--- src/rtl/gray_pkg.sv ---
// Shared Gray-code helpers and reset constants for the dual-clock FIFO pointers.
// Functions work on up to 32-bit values; bits at or above 'width' are ignored.
package gray_pkg;

    localparam logic [31:0] GRAY_RESET = '0;
    localparam logic [31:0] BIN_RESET  = 32'd1;

    function automatic logic [31:0] width_mask(input int width);
        return (width >= 32) ? '1 : ((32'd1 << width) - 32'd1);
    endfunction

    function automatic logic [31:0] bin2gray(input logic [31:0] value, input int width);
        logic [31:0] v;
        v = value & width_mask(width);
        return v ^ (v >> 1);
    endfunction

    // Each binary bit is the XOR of its Gray bit and every Gray bit above it.
    function automatic logic [31:0] gray2bin(input logic [31:0] gray, input int width);
        logic [31:0] g;
        logic [31:0] b;
        g = gray & width_mask(width);
        b = g;
        for (int s = 1; s < 32; s++) begin
            b = b ^ (g >> s);
        end
        return b;
    endfunction

endpackage

--- src/rtl/gray_counter.sv ---
// Enable-gated Gray-code pointer for one FIFO clock domain. The binary register runs
// one count ahead so the output is a registered bin2gray of it, with no input-to-output path.
module gray_counter
    import gray_pkg::*;
#(
    parameter int COUNTER_WIDTH = 4
) (
    input  logic                     Clk,
    input  logic                     Rst_n,
    input  logic                     Clear_in,
    input  logic                     Enable_in,
    output logic [COUNTER_WIDTH-1:0] GrayCount_out
);

    logic [COUNTER_WIDTH-1:0] r_bin;
    logic [COUNTER_WIDTH-1:0] w_bin_inc;
    logic [COUNTER_WIDTH-1:0] w_gray;

    assign w_bin_inc = r_bin + COUNTER_WIDTH'(1);
    assign w_gray    = COUNTER_WIDTH'(bin2gray(32'(r_bin), COUNTER_WIDTH));

    // NOTE: non-blocking assignments keep both registers sampling pre-edge values,
    // so the output really is the Gray code of the old bin, not the incremented one.
    always_ff @(posedge Clk or negedge Rst_n) begin
        if (!Rst_n) begin
            r_bin         <= COUNTER_WIDTH'(BIN_RESET);
            GrayCount_out <= COUNTER_WIDTH'(GRAY_RESET);
        end else if (Clear_in) begin
            r_bin         <= COUNTER_WIDTH'(BIN_RESET);
            GrayCount_out <= COUNTER_WIDTH'(GRAY_RESET);
        end else if (Enable_in) begin
            r_bin         <= w_bin_inc;
            GrayCount_out <= w_gray;
        end
    end

endmodule

--- config.mk ---
export PLATFORM = sky130hd
export DESIGN_NAME = gray_counter
export DESIGN_NICKNAME = d
export VERILOG_FILES = /design/src/rtl/gray_pkg.sv /design/src/rtl/gray_counter.sv
export SDC_FILE = /design/constraint.sdc
export NUM_CORES = 1
export LEC_CHECK = 0
export CORE_AREA = 2 2 39 41
export DETAILED_ROUTE_END_ITERATION = 7
export DIE_AREA = 0 0 41 43
export PLACE_DENSITY_LB_ADDON = 0.15
export RECOVER_POWER = 100
export SYNTH_ARGS = -nofsm -noshare
export SYNTH_HDL_FRONTEND = slang
export SYNTH_SLANG_ARGS = --single-unit
--- constraint.sdc ---
create_clock -name Clk -period 2.1 [get_ports Clk]
set_input_delay 0.315 -clock Clk [delete_from_list [all_inputs] [get_ports Clk]]
set_output_delay 0.315 -clock Clk [all_outputs]
set_load 0.05 [all_outputs]
==> out/qor.csv, run 1 <==
stage,metric,value,unit
power,Internal,0.241,mW
sta,Setup TNS,0,ns
sta,final setup violation count,0,
power,fraction of power consumed by combinational cells,0.186,
die,Initial Util,0.256,
setup_path,Levels on crit path,1,
cts,CTS H-tree depth,1,
sta,Final Hold Fails,0,
cells_and_area,layout cells sized above 1,0.184,
power,worst vdd ir,0.312,mV
flow_run,maxcap violations,0,
detailed_routing,Routed WL,611,µm
setup_path,worst-path maximum fanout,4,
detailed_routing,Initial DRC Count,0,
yosys,Post-Syn Area,354,µm²
sta,RSZ-0062 raised after global routing,false,
die,core footprint,1380,µm²
die,Die Height,43,µm
sta,clk_skew,0.00883,ns
yosys,Synth Area per Inst,12.2,µm²
cts,CTS root buffer,clkbuf_4,
sta,Max Slew Vio Count,0,
cts,TritonCTS Buffers,3,
cells_and_area,fillcell total,154,
setup_path,slowest stage cell on the critical path,dlygate4sd3_1,
cts,postcts setup bufs,0,
place,PortBufs,7,
cells_and_area,layout net count,45,
place,Final Wtd Congestion,0.674,
die,Die ar.,1760,µm²
detailed_routing,first-pass iteration count of the detailed router,1,
power,Sw Share,0.298,
yosys,sequential area share after synthesis,0.498,
sta,achievable frequency,539,MHz
grt,All-Layer GR Usage,0.103,
worst_hold_path,Hold Path Class,input port to async pin,
yosys,Synth Warn #,0,
cts,CTS tree,yes,
setup_path,CP startpoint kind,flip-flop,
setup_path,Worst EP arrival,1.54,ns
detailed_routing,post-route ant nets,0,
grt,initial antenna violation count,0,
cells_and_area,synth-to-layout area growth,26.5,%
die,Die Width,41,µm
grt,vias in the first global route,264,
setup_path,crit-path leading delay family,buffers and inverters,
outcome,status,completed,
grt,largest net degree at the start of global routing,10,
detailed_routing,total number of vias,238,
yosys,Mapped Cells,29,
power,PD cells,765,nW/µm²
detailed_routing,DR vias/cell,4.41,
setup_path,critical path class,flip-flop to output pin,
setup_path,critical path cell sequence,dlygate4sd3_1,
power,LEAKAGE,0.216,nW
setup_path,reg2reg path depth,3,
cells_and_area,area of the multi-input gates,154,µm²
cells_and_area,post-layout util,0.324,
grt,global-route wire length before repair,1.10,mm
die,Rows,14,
power,Seq pwr share,0.446,
sta,period utilization,0.884,
detailed_routing,routed len/inst,11.3,µm
cts,clock sink count,7,
cells_and_area,register area,176,µm²
detailed_routing,Post-route DRC,0,
cts,# hold bufs at CTS,0,
setup_path,"Req. time, crit path",1.78,ns
yosys,syn_nets,35,
yosys,Synth Register Bits,7,
cells_and_area,number of diodes,0,
die,io pins,8,
setup_path,CP peak stage delay,0.89,ns
sta,post-layout minimum cycle time,1.86,ns
yosys,"Distinct cells, synth",16,
power,net switching power figure,0.102,mW
cts,Resized Gates After CTS,0,
sta,Worst slew margin,0.666,
cts,clk_lat worst skew,0.26,ns
cts,clk buf depth,2,
setup_path,Bufs and invs on worst path,1,
power,clock network fraction of total power,0.368,
setup_path,Worst setup EP type,output pin,
cts,clock transition at the registers of the reported paths,0.06,ns
sta,Slew @ Worst Pin,0.500,ns
power,Tot Pwr,0.343,mW
grt,global route overflow,0,
## cells by family after synthesis
kind of cell             synth area share
XOR/XNOR                           0.0495
adder cells (fa/ha/maj)            0.0707
buffers and inverters              0.0530
flip-flops                          0.498
multiplexers                        0.127
AND/OR/NAND/NOR                     0.138
AO/OA/AOI/OAI                      0.0636
## cells in the final DEF (no fill, tap or decap)
cell | synthesis | final
clkdlybuf4s50_1 | 0 | 1
a21oi_1 | 1 | 1
dfrtp_1 | 6 | 6
nand3b_1 | 1 | 1
ha_1 | 2 | 2
a211oi_1 | 1 | 1
mux2_4 | 1 | 1
dlygate4sd3_1 | 0 | 6
a21bo_2 | 1 | 1
nor2b_1 | 1 | 1
nor2_1 | 5 | 5
dfstp_2 | 1 | 1
mux2i_1 | 3 | 3
clkbuf_4 | 0 | 3
clkinv_2 | 0 | 1
nand2b_1 | 1 | 1
nand3_1 | 0 | 1
xnor2_1 | 2 | 2
## registers in the layout (all words and copies together) (netlist names)
signal	flops
GrayCount_out	4
r_bin	3
## final timing paths
check	slack, ns	from	endpoint
hold reg to reg	0.52	GrayCount_out[3]	GrayCount_out[3]
hold / removal	0.39	Rst_n	r_bin[2]
setup reg to reg	0.95	GrayCount_out[0]	r_bin[3]
setup / recovery	0.24	GrayCount_out[0]	GrayCount_out[0]
max in group asynchronous	1.42	Rst_n	r_bin[0]
min in group Clk	0.52	GrayCount_out[3]	GrayCount_out[3]
## stage by stage
stage          setup WS [ns]  hold WS [ns]  instance area, µm²  instances
6_report               0.245         0.387                 448         54
5_1_grt                0.186         0.398                 448         54
4_1_cts                0.292         0.321                 453         54
3_5_place_dp           0.478         0.524                 425         50
3_3_place_gp           0.480         0.511                 425         50
2_1_floorplan           1.03        0.0194                 354         29
## power by group through the flow
stage	sequential, mW	clock (mW)	combinational [mW]
floorplan	0.164	0	0.0385
global placement	0.156	0	0.0670
detailed placement	0.156	0	0.0674
CTS	0.153	0.134	0.0677
global route	0.155	0.141	0.0717
finish	0.153	0.126	0.0639
## synthesized netlist by cell type, drive strengths merged
library cell,instances,area share
a211oi,1,0.021
a21bo,1,0.028
a21oi,1,0.014
buf,2,0.053
dfrtp,6,0.42
dfstp,1,0.074
ha,2,0.071
mux2,1,0.042
mux2i,3,0.085
nand2b,1,0.018
nand3,1,0.028
nand3b,1,0.021
nor2,5,0.053
nor2b,1,0.018
xnor2,2,0.049
## per-layer routing
metal / share of wire / GRT usage
met1: 0.45 / 0.123
met2: 0.47 / 0.125
met3: 0.079 / 0.0471
met4: 0 / 0.100
met5: 0 / 0
## cell type report
class	count	area share
clock inverters	1	0.0112
well taps	16	0.0447
repair buffers	7	0.156
multi-input cells	20	0.344
flip-flops and latches	7	0.394
clock buffers	3	0.0503
Note: power is estimated with default switching activity, not from simulation.
==> run 2: changes to the inputs <==
--- a/config.mk
+++ b/config.mk
@@ -8,6 +8,7 @@
 export CORE_AREA = 2 2 39 41
 export DETAILED_ROUTE_END_ITERATION = 7
 export DIE_AREA = 0 0 41 43
+export MAX_ROUTING_LAYER = met4
 export PLACE_DENSITY_LB_ADDON = 0.15
 export RECOVER_POWER = 100
 export SYNTH_ARGS = -nofsm -noshare
==> results of run 2 <==
No change in the layout: final DEF, timing and power equal those of run 1.
Main changes from that run: final weighted congestion in routability-driven placement 0.674 -> 0.680; overall routing resource usage 0.103 -> 0.105
